`config.mk`:
```
export PLATFORM = sky130hd
export DESIGN_NAME = hamming_enc_tx_flat
export DESIGN_NICKNAME = d
export VERILOG_FILES = /design/src/rtl/hamming_pkg.sv /design/src/rtl/hamming_enc_tx_if.sv /design/src/rtl/hamming_enc_core.sv /design/src/rtl/hamming_enc_tx.sv /design/src/flat_wrapper.sv
export SDC_FILE = /design/constraint.sdc
export NUM_CORES = 1
export LEC_CHECK = 0
export BUFFER_PORTS_ARGS = -buffer_cell sky130_fd_sc_hd__buf_2
export CAP_MARGIN = 20
export CORE_MARGIN = 3
export CORE_UTILIZATION = 59
export DETAILED_ROUTE_END_ITERATION = 8
export PLACE_DENSITY = 0.8
export SLEW_MARGIN = 15
export SYNTH_ARGS = -nofsm -noshare
export SYNTH_HDL_FRONTEND = slang
export SYNTH_HIERARCHICAL = 1
export SYNTH_SLANG_ARGS = --single-unit
```
`constraint.sdc`:
```
create_clock -name clk -period 2.6 [get_ports clk]
set_input_delay 0.39 -clock clk [delete_from_list [all_inputs] [get_ports clk]]
set_output_delay 0.39 -clock clk [all_outputs]
set_load 0.005 [all_outputs]
```
`src/rtl/hamming_pkg.sv`:
```
// Shared definitions for the extended-Hamming(16,11) link: widths, parity
// coverage masks, transmitter FSM encoding and the reference encoder function.
package hamming_pkg;

    localparam int DATA_W = 11;
    localparam int PKT_W  = 16;

    // Parity coverage over packet bit indices (bit index = 15 - position).
    localparam logic [PKT_W-1:0] P1_MASK = 16'h1555;
    localparam logic [PKT_W-1:0] P2_MASK = 16'h1333;
    localparam logic [PKT_W-1:0] P4_MASK = 16'h070F;
    localparam logic [PKT_W-1:0] P8_MASK = 16'h007F;

    typedef enum logic [1:0] {
        ST_IDLE  = 2'd0,
        ST_SHIFT = 2'd1,
        ST_GAP   = 2'd2
    } tx_state_e;

    function automatic logic [PKT_W-1:0] hamming_encode(input logic [DATA_W-1:0] d);
        logic [PKT_W-1:0] w;
        w        = '0;
        w[12]    = d[10];
        w[10:8]  = d[9:7];
        w[6:0]   = d[6:0];
        // Parity slots are still zero here, so the masks see data bits only.
        w[14]    = ^(w & P1_MASK);
        w[13]    = ^(w & P2_MASK);
        w[11]    = ^(w & P4_MASK);
        w[7]     = ^(w & P8_MASK);
        w[15]    = ^w[14:0];
        return w;
    endfunction

endpackage

```
`src/rtl/hamming_enc_tx_if.sv`:
```
// Valid/ready word handshake into the Hamming transmitter.
interface hamming_enc_tx_if;

    logic [hamming_pkg::DATA_W-1:0] data;
    logic                           in_valid;
    logic                           in_ready;

    modport master (output data, output in_valid, input in_ready);
    modport slave  (input data, input in_valid, output in_ready);

endinterface

```
`src/rtl/hamming_enc_core.sv`:
```
// Purely combinational extended-Hamming(16,11) encoder.
module hamming_enc_core
    import hamming_pkg::*;
(
    input  logic [DATA_W-1:0] data,
    output logic [PKT_W-1:0]  code
);

    assign code = hamming_encode(data);

endmodule

```
`src/rtl/hamming_enc_tx.sv`:
```
// Hamming(16,11) encoder feeding an MSB-first SPI mode-0 transmitter.
// Optional HAMMING_ERR_INJECT_EN adds err_mask, XORed onto the serial word only.
module hamming_enc_tx
    import hamming_pkg::*;
#(
    parameter int CLK_DIV = 4,
    parameter int GAP     = 4
) (
    input  logic              clk,
    input  logic              rst,
    hamming_enc_tx_if.slave   bus,
`ifdef HAMMING_ERR_INJECT_EN
    input  logic [PKT_W-1:0]  err_mask,
`endif
    output logic              cs_n,
    output logic              sclk,
    output logic              mosi,
    output logic [3:0]        state,
    output logic              busy,
    output logic              done,
    output logic [PKT_W-1:0]  packet
);

    localparam logic [15:0] DIV_LAST = 16'(CLK_DIV - 1);
    localparam logic [15:0] GAP_LAST = 16'(GAP - 2);

    tx_state_e        fsm;
    logic [PKT_W-1:0] code;
    logic [PKT_W-1:0] serial;
    logic [14:0]      tx_word;
    logic [15:0]      div_cnt;
    logic [15:0]      gap_cnt;

    hamming_enc_core u_core (
        .data (bus.data),
        .code (code)
    );

`ifdef HAMMING_ERR_INJECT_EN
    assign serial = code ^ err_mask;
`else
    assign serial = code;
`endif

    // NOTE: reset is synchronous, so it lives inside the clocked block and every
    // register, including the packet holding register, gets a defined value.
    always_ff @(posedge clk) begin
        if (rst) begin
            fsm          <= ST_IDLE;
            bus.in_ready <= 1'b0;
            cs_n         <= 1'b1;
            sclk         <= 1'b0;
            mosi         <= 1'b0;
            state        <= 4'd0;
            busy         <= 1'b0;
            done         <= 1'b0;
            packet       <= '0;
            tx_word      <= '0;
            div_cnt      <= '0;
            gap_cnt      <= '0;
        end else begin
            done <= 1'b0;
            case (fsm)
                ST_IDLE: begin
                    bus.in_ready <= 1'b1;
                    if (bus.in_valid && bus.in_ready) begin
                        packet       <= code;
                        mosi         <= serial[15];
                        tx_word      <= serial[14:0];
                        cs_n         <= 1'b0;
                        sclk         <= 1'b0;
                        state        <= 4'd0;
                        busy         <= 1'b1;
                        bus.in_ready <= 1'b0;
                        div_cnt      <= '0;
                        fsm          <= ST_SHIFT;
                    end
                end
                ST_SHIFT: begin
                    if (div_cnt == DIV_LAST) begin
                        div_cnt <= '0;
                        if (!sclk) begin
                            sclk <= 1'b1;
                        end else begin
                            sclk <= 1'b0;
                            if (state == 4'd15) begin
                                done  <= 1'b1;
                                cs_n  <= 1'b1;
                                mosi  <= 1'b0;
                                state <= 4'd0;
                                // in_ready rises one cycle before the next accept,
                                // so cs_n stays high for exactly GAP cycles.
                                if (GAP == 1) begin
                                    busy         <= 1'b0;
                                    bus.in_ready <= 1'b1;
                                    fsm          <= ST_IDLE;
                                end else begin
                                    gap_cnt <= '0;
                                    fsm     <= ST_GAP;
                                end
                            end else begin
                                state   <= state + 4'd1;
                                mosi    <= tx_word[14];
                                tx_word <= {tx_word[13:0], 1'b0};
                            end
                        end
                    end else begin
                        div_cnt <= div_cnt + 16'd1;
                    end
                end
                ST_GAP: begin
                    if (gap_cnt == GAP_LAST) begin
                        busy         <= 1'b0;
                        bus.in_ready <= 1'b1;
                        fsm          <= ST_IDLE;
                    end else begin
                        gap_cnt <= gap_cnt + 16'd1;
                    end
                end
                default: fsm <= ST_IDLE;
            endcase
        end
    end

endmodule

```
`src/flat_wrapper.sv`:
```
// flat-port wrapper written by rule: the top's interface ports become plain ports
module hamming_enc_tx_flat import hamming_pkg::*;
#(
    parameter int CLK_DIV = 4,
    parameter int GAP     = 4
)
  (clk, rst, cs_n, sclk, mosi, state, busy, done, packet, bus_data, bus_in_valid, bus_in_ready);
  hamming_enc_tx_if bus_i ();
  input  logic clk;
  input  logic rst;
  output logic cs_n;
  output logic sclk;
  output logic mosi;
  output logic [3:0] state;
  output logic busy;
  output logic done;
  output logic [PKT_W-1:0] packet;
  input wire logic [$bits(bus_i.data)-1:0] bus_data;
  input wire logic [$bits(bus_i.in_valid)-1:0] bus_in_valid;
  output wire logic [$bits(bus_i.in_ready)-1:0] bus_in_ready;
  assign bus_i.data = bus_data;
  assign bus_i.in_valid = bus_in_valid;
  assign bus_in_ready = bus_i.in_ready;
  hamming_enc_tx #(.CLK_DIV(CLK_DIV), .GAP(GAP)) u_core (.clk(clk), .rst(rst), .bus(bus_i), .cs_n(cs_n), .sclk(sclk), .mosi(mosi), .state(state), .busy(busy), .done(done), .packet(packet));
endmodule
```
# Word-level counts from Yosys, hierarchy flattened
# Cells that the tools add are included.
word_totals:
  register_bits: 75
  latch_bits: 0
  ramBits: 0
  rom_bits: 0
  in_bits: 14
  output_inout_bits: 26
  word_cells: 95
  n_memories: 0
classes:
  addsub: 3
  n_mul: 0
  div: 0
  order_cmp: 0
  n_eq_ne: 12
  n_shift: 0
  muxes: 44
  bitwise_logic: 3
  reduce_logical: 21
op_table:
  columns: ["cell", "count"]
  rows:
  - ["two-way mux 16 bit", 6]
  - ["one-hot mux 16 bit (2 select lines)", 2]
  - ["XOR reduction 16 bit", 4]
  - ["two-way mux 15 bit", 4]
  - ["adder 16 x 1 -> 16 bit, second input constant", 2]
  - ["equality test 16 x 2 -> 1 bit, second input constant", 2]
  - ["one-hot mux 15 bit (2 select lines)", 1]
  - ["AND reduction 5 bit", 4]
  - ["two-way mux 4 bit", 4]
  - ["two-way mux 1 bit", 15]
  - ["XOR reduction 15 bit", 1]
  - ["two-way mux 2 bit", 5]
  - ["one-hot mux 1 bit (2 select lines)", 5]
  - ["inequality test 2 x 1 -> 1 bit, second input constant", 4]
  - ["one-hot mux 4 bit (2 select lines)", 1]
  - ["inequality test 2 bit, second input constant", 3]
  - ["one-hot mux 2 bit (3 select lines)", 1]
  - ["AND reduction 2 bit", 3]
  - ["AND reduction 3 bit", 2]
  - ["nonzero test 2 bit", 3]
  - ["adder 4 x 1 -> 4 bit, second input constant", 1]
  - ["equality test 4 bit, second input constant", 1]
  - ["AND reduction 4 bit", 1]
  - ["OR reduction 4 bit", 1]
  - ["5 further kinds", 7]

# Depth between registers and ports, before layout
# Gate-level depths: netlist of run 1.
depth:
  word_depth: 5
  ltp_mapped: 8

# Modules after synthesis
# The synthesis of run 1 kept the hierarchy.
by_module_without_submodules:
  columns: ["mod", "instances", "cells_per_inst", "area_each_um2", "seq_area_each_um2"]
  rows:
  - ["hamming_enc_tx", 1, 438, 3582.2, 1501.4]
  - ["hamming_enc_core", 1, 29, 275.3, 0.0]

# Worst setup path before layout of run 1
# OpenSTA, ideal clock, no wires.
synth_timing:
  kind: "register to register"
  from: "register u_core.div_cnt[0]"
  to: "register u_core.gap_cnt[14]"
  setup_ns: 0.114
  arrival_ns: 2.005
  path_slack_ns: 0.481
  path_stages_with_launch: 8
  path_buffers: 1
  period_less_slack_ns: 2.119
  cell_sequence: "dfxtp_1 > ha_1 > nor3b_1 > nand4_2 > or3_4 > buf_6 > a32o_1 > a21o_1"
synth_via:
  elab_chain_cells: 3
synth_rtl:
  columns: ["element", "line_no", "source"]
  rows:
  - ["from (decl)", "hamming_enc_tx.sv:31", "logic [15:0] div_cnt;"]
  - ["from (signal assigned)", "hamming_enc_tx.sv:108", "div_cnt <= div_cnt + 16'd1;"]
  - ["equality test 16 x 2 -> 1 bit", "hamming_enc_tx.sv:80", "if (div_cnt == DIV_LAST) begin"]
  - ["inequality test 2 x 1 -> 1 bit (no source line)", null, null]
  - ["AND reduction 5 bit (no source line)", null, null]
  - ["to (signal assigned)", "hamming_enc_tx.sv:117", "gap_cnt <= gap_cnt + 16'd1;"]
  - ["to (decl)", "hamming_enc_tx.sv:32", "logic [15:0] gap_cnt;"]
# Every way passes these cells.
# A chain may end at the register's enable or synchronous reset.

# Worst setup path after layout of run 1
layout_timing:
  from: "register u_core.div_cnt[0]"
  to: "register u_core.gap_cnt[12]"
# The elaborated chain is that of the path after synthesis.

==> results of run 1 <==
-- critical path, stage by stage (launching register included) --
cell and delay, ns:
dfxtp_1 0.44, ha_1 0.32, nor3b_1 0.36, nand4_2 0.26
or3_4 0.50, nand2_1 0.26, o311ai_0 0.15
-- per-layer routing --
| metal | share of wire [%] | wire [um] |
|---|---|---|
| met3 | 7.0 | 640 |
| met5 | 0 | 0 |
| met1 | 45 | 4120 |
| met4 | 1.5 | 139 |
| met2 | 46 | 4180 |
-- sequential cells by signal, indices dropped and copies added, names as in the netlist --
signal and flops:
u_core/tx_word 15, u_core/gap_cnt 16, u_core/state 4, u_core/mosi 1
u_core/busy 1, u_core/div_cnt 16, u_core/packet 16, u_core/bus.in_ready 1
u_core/done 1, u_core/cs_n 1, u_core/sclk 1, u_core/fsm 2
-- cell usage in the layout, fill, tap and decap left out, types with 3 or more instances in the layout --
cell,netlist,layout
ha_1,4,4
and3_1,3,3
nor2_1,37,37
clkbuf_8,0,9
nand3b_1,3,3
or4_1,3,3
o21ai_0,18,17
nor4b_1,3,3
mux2i_1,17,17
nor4_1,5,5
or3_1,6,6
buf_2,4,39
nor4_4,3,3
o311ai_0,4,4
nand3_1,31,31
clkinvlp_4,0,3
inv_1,12,12
a211oi_1,14,14
nand4_1,11,11
xnor2_1,13,13
nor3_1,14,13
a21oi_1,37,37
nand2_1,59,59
buf_4,11,14
a31oi_1,9,9
dfxtp_1,75,75
xor2_1,4,4
-- cells by family after synthesis --
logic type	synth area share, %
AND/OR/NAND/NOR	26.2
XOR/XNOR	5.45
multiplexers	4.41
AO/OA/AOI/OAI	17.3
flip-flops	38.9
adder cells (fa/ha/maj)	1.30
buffers and inverters	6.49
-- report_power, final --
part / switching [mW] / internal [mW]
Combinational: 0.191 / 0.147
Clock: 0.442 / 0.443
Sequential: 0.0269 / 1.19
-- how the worst max path moves through the flow --
stage | endpoint | slack (ns) | from
finish | u_core/gap_cnt[12]$_SDFFE_PP0P_ | 0.16 | u_core/div_cnt[0]$_SDFFE_PP0P_
global placement | u_core/div_cnt[15]$_SDFFE_PP0P_ | 0.30 | u_core/div_cnt[0]$_SDFFE_PP0P_
floorplan | u_core/gap_cnt[14]$_SDFFE_PP0P_ | 0.48 | u_core/div_cnt[0]$_SDFFE_PP0P_
detailed placement | u_core/div_cnt[15]$_SDFFE_PP0P_ | 0.17 | u_core/div_cnt[0]$_SDFFE_PP0P_
CTS | u_core/div_cnt[5]$_SDFFE_PP0P_ | 0.12 | u_core/div_cnt[0]$_SDFFE_PP0P_
global route | u_core/gap_cnt[6]$_SDFFE_PP0P_ | 0.06 | u_core/div_cnt[0]$_SDFFE_PP0P_
-- cells in the mapped netlist, types with 4 or more instances --
library cell   n  share of area (%)
a211oi_1      14                2.7
a21oi_1       37                4.8
a31oi_1        9                1.5
buf_2          4               0.52
buf_4         11                2.1
clkbuf_1      20                1.9
dfxtp_1       75                 39
ha_1           4                1.3
inv_1         12                1.2
mux2i_1       17                4.4
nand2_1       59                5.7
nand3_1       31                4.0
nand4_1       11                1.8
nor2_1        37                3.6
nor3_1        14                1.8
nor4_1         5               0.81
o21ai_0       18                2.3
o311ai_0       4               0.91
or3_1          6               0.97
xnor2_1       13                3.0
xor2_1         4               0.91
-- cell type report --
class / instances / share of cell area (%)
sequential: 75 / 35.2
timing repair buffer: 53 / 7.04
clock inverter: 6 / 1.55
multi-input combinational: 340 / 49.9
inverter: 13 / 1.14
tap: 75 / 2.20
clock buffer: 10 / 2.99
-- metrics by stage --
| step | instance area (um2) | worst slack, ns | hold slack (ns) |
|---|---|---|---|
| final | 4270 | 0.161 | 0.310 |
| after global routing | 4270 | 0.0569 | 0.331 |
| after CTS | 4260 | 0.120 | 0.298 |
| after detailed placement | 4070 | 0.172 | 0.443 |
| after global placement | 4070 | 0.302 | 0.440 |
| after floorplan | 3860 | 0.481 | 0.446 |
==> impl_metrics.toml, run 1 <==
[yosys]
ys.flop_type = "dfxtp_1"
yosys.cell_types.count = 61
synth_edf_count = 0
syn_area_um2 = 3860
syn_avg_cell_area_um2 = 8.26
synthArstFlopShare_pct = 0
synthCells = 467
ys_seq_elements = 75
yosysSeqAreaShare_pct = 38.9
synth_nets = 485
ys_warn_count = 6

[clock_tree]
clock_path_buffers = 2
clkTransAtPathRegs_ns = 0.08
ctsHtreeMaxLevel = 3
hold_buffers = 0
postCtsSetupRepairBufs = 0
clock-root-buffer = "clkbuf_8"
clock-sinks = 75
cts_made_buffers = 9
cts_tree = "done"
cts_resized = 0
clk_latency_ns = 0.35

[global_route]
use_met1_pct = 34.8
grt_util_met3_pct = 3.69
grt_usage_pct = 25.3
grt_pass1_wl_um = 15300
grt_max_degree = 33
grt_busiest_layer = "met2"
grt_pass1_vias = 3234
grt_antenna_before_repair = 0
grtUsageMet2_pct = 40.0
grt_overflow = 0

[power]
peakVddDrop_mv = 0.491
power_density_nw_per_um2 = 572
finalPower_mw = 2.44
p_leak_nw = 1.55

[hold_path]
holdCritPathClass = "input port to flop"
holdPathStages = 3
hold_end = "u_core/packet[9]$_SDFFE_PP0P_"
hold_start = "bus_data[8]"

[floorplanning]
io_pins = 40
dieArea_um2 = 7540
die_width_um = 86.9
std_cell_rows = 28
coreArea_um2 = 6130
fp.dieH_um = 86.9
initial_core_util_pct = 62.9

[worst_setup_path]
r2r_cells = 6
endpoint_kind = "flop"
path_class = "flop to flop"
cp.arrival_ns = 2.65
cp.required_ns = 2.81
worst_setup_path_start_kind = "flop"
r2r_slack_ns = 0.16
r2r-start = "u_core/div_cnt[0]$_SDFFE_PP0P_"
worstPathMaxFanout = 11
reg2reg_to = "u_core/gap_cnt[12]$_SDFFE_PP0P_"

[route]
routedWlPerCell_um = 15.9
ant_nets = 0
vias = 3557
drc = 0
vias_per_cell = 6.22
drt_wl_total_um = 9080
dr.first_iter.drc_count = 423
firstDrtPassIters = 5

[place]
hpwlAfterDp_um = 6420
placed_cells = 556
place_congestion = 0.980
io_buffers = 39

[finish]
multi_input_area_um2 = 2130
syn2layout_area_growth_pct = 10.6
finish.utilization_pct = 69.6
num_antenna_cells = 0
nNetsFinal = 510
fin_cells = 572
fillers = 484
regArea_um2 = 1500
layout-drive-gt1-share_pct = 16.9

[sta]
slew_viol_final = 0
setup_viol = 0
worst_slew_pin_slew_ns = 0.638
hold_viol = 0
fin_crit_sh_pct = 93.8
finClkSkew_ns = 0.00575
fin_crit_ns = 2.44
setup_tns_ns = 0
slew_headroom_pct = 57.1
rsz0062_at_grt = "no"
fmax_mhz = 410

[status]
status = "complete, no violations"

[run]
maxCapViolCount = 0
Power figures use the tool's default switching activity.
==> run 2: changes to the inputs <==
--- a/config.mk
+++ b/config.mk
@@ -8,9 +8,8 @@
 export BUFFER_PORTS_ARGS = -buffer_cell sky130_fd_sc_hd__buf_2
 export CAP_MARGIN = 20
 export CORE_MARGIN = 3
-export CORE_UTILIZATION = 59
+export CORE_UTILIZATION = 35
 export DETAILED_ROUTE_END_ITERATION = 8
-export PLACE_DENSITY = 0.8
 export SLEW_MARGIN = 15
 export SYNTH_ARGS = -nofsm -noshare
 export SYNTH_HDL_FRONTEND = slang
==> run 2 against run 1 <==
Effect of this change:
- cell count increased by 11%
- largest power group unchanged
- total power rose by 1.9%
- design area is 2.0% higher
- sequential cell count unchanged
- critical endpoint is now u_core/gap_cnt[6]$_SDFFE_PP0P_
- routed wire length increased by 7.4%
- core utilization shrank 28 points
- critical path type unchanged
- via count decreased by 1.0%
- clock power increased by 4.7%
==> impl_metrics.toml, run 2 (same netlist as run 1, synthesis figures left out) <==
[status]
status = "complete, no violations"

[clock_tree]
cts_resized = 0
ctsHtreeMaxLevel = 3
postCtsSetupRepairBufs = 0
clock_path_buffers = 2
clock-root-buffer = "clkbuf_8"
cts_tree = "done"
clkTransAtPathRegs_ns = 0.08
clk_latency_ns = 0.36
cts_made_buffers = 9
hold_buffers = 0
clock-sinks = 75

[place]
io_buffers = 39
hpwlAfterDp_um = 6940
place_congestion = 0.853
placed_area_um2 = 4150
placed_cells = 617

[global_route]
grt_usage_pct = 16.0
grt_pass1_wl_um = 16200
grt_pass1_vias = 3265
grt_antenna_before_repair = 0
grt_max_degree = 38
grt_overflow = 0

[worst_setup_path]
worstPathCellList = "ha_1 -> nor3b_1 -> nand4_2 -> or3_4 -> nand2_1 -> o311ai_0"
path_class = "flop to flop"
cp_slowest_stage_delay_ns = 0.46
cp.arrival_ns = 2.41
worst_setup_path_start_kind = "flop"
worstPathMaxFanout = 11
slowest_stage = "or3_4"
cp.required_ns = 2.82
endpoint_kind = "flop"

[sta]
worst_slew_pin_slew_ns = 0.656
hold_viol = 0
slew_viol_final = 0
fin_crit_sh_pct = 84.4
fmax_mhz = 456
setup_viol = 0
setup_tns_ns = 0
finClkSkew_ns = 0.00774
rsz0062_at_grt = "no"
slew_headroom_pct = 55.9
fin_crit_ns = 2.19

[floorplanning]
io_pins = 40
coreArea_um2 = 10500
fp.dieH_um = 111
dieArea_um2 = 12300
std_cell_rows = 37
initial_core_util_pct = 36.7
die_width_um = 111

[power]
power_density_nw_per_um2 = 571
peakVddDrop_mv = 0.307
p_leak_nw = 1.56

[route]
vias = 3520
drt_wl_total_um = 9750
ant_nets = 0
drc = 0
vias_per_cell = 5.56
routedWlPerCell_um = 15.4
dr.first_iter.drc_count = 157
firstDrtPassIters = 4

[finish]
layout-drive-gt1-share_pct = 17.1
nNetsFinal = 510
syn2layout_area_growth_pct = 12.8
design_area_um2 = 4350
fin_cells = 633
num_antenna_cells = 0
top_regs = "u_core/div_cnt: 16 flops, u_core/gap_cnt: 16 flops, u_core/packet: 16 flops"
layout_commonest_cell = "dfxtp_1"
mostFrequentLayoutCells = "dfxtp_1, nand2_1, buf_2"

[hold_path]
holdCritPathClass = "input port to flop"

[run]
maxCapViolCount = 0
## run 2: cell type report
| class | instances | area (um2) |
|---|---|---|
| clock inverters | 6 | 65.1 |
| inverters | 13 | 48.8 |
| repair buffers | 53 | 300 |
| well taps | 136 | 170 |
| fillers | 1091 | 6160 |
| clock buffers | 10 | 138 |
| flip-flops and latches | 75 | 1500 |
| multi-input cells | 340 | 2130 |
## run 2: critical path: cells and delay by family (launching register included)
family / cells / cell delay [ns]
AND/OR/NAND/NOR: 4 / 1.18
flip-flops: 1 / 0.42
adder cells (fa/ha/maj): 1 / 0.29
AO/OA/AOI/OAI: 1 / 0.16
## run 2: per-stage QoR
step | hold slack, ns | power, mW | util [%] | setup slack, ns
floorplan | 0.446 | 1.49 | - | 0.481
global placement | 0.441 | 1.59 | 39.4 | 0.284
detailed placement | 0.445 | 1.59 | 39.4 | 0.163
CTS | 0.291 | 2.52 | 41.4 | 0.135
global route | 0.297 | 2.62 | 41.4 | 0.0782
finish | 0.304 | 2.49 | 41.4 | 0.406
## run 2: path summary, 6_finish.rpt
path	cells after the start	slack, ns	to	start
min reg2reg	2	0.45	u_core/packet[0]$_SDFFE_PP0P_	u_core/packet[0]$_SDFFE_PP0P_
max reg2reg	6	0.41	u_core/gap_cnt[6]$_SDFFE_PP0P_	u_core/div_cnt[0]$_SDFFE_PP0P_
max	6	0.41	u_core/gap_cnt[6]$_SDFFE_PP0P_	u_core/div_cnt[0]$_SDFFE_PP0P_
min	3	0.30	u_core/packet[9]$_SDFFE_PP0P_	bus_data[8]
## run 2: per-layer routing
layer	global-route usage (%)	part of all wire (%)
met4	6.81	2.0
met2	24.4	46
met1	22.1	47
met3	2.95	4.9
met5	0	0
## run 2: power by group
part | internal (mW) | total, mW | leakage (nW) | switching (mW)
combinational | 0.148 | 0.342 | 0.856 | 0.194
clock | 0.467 | 0.927 | 0.0905 | 0.460
sequential | 1.19 | 1.22 | 0.609 | 0.0274
total | 1.81 | 2.49 | 1.56 | 0.681
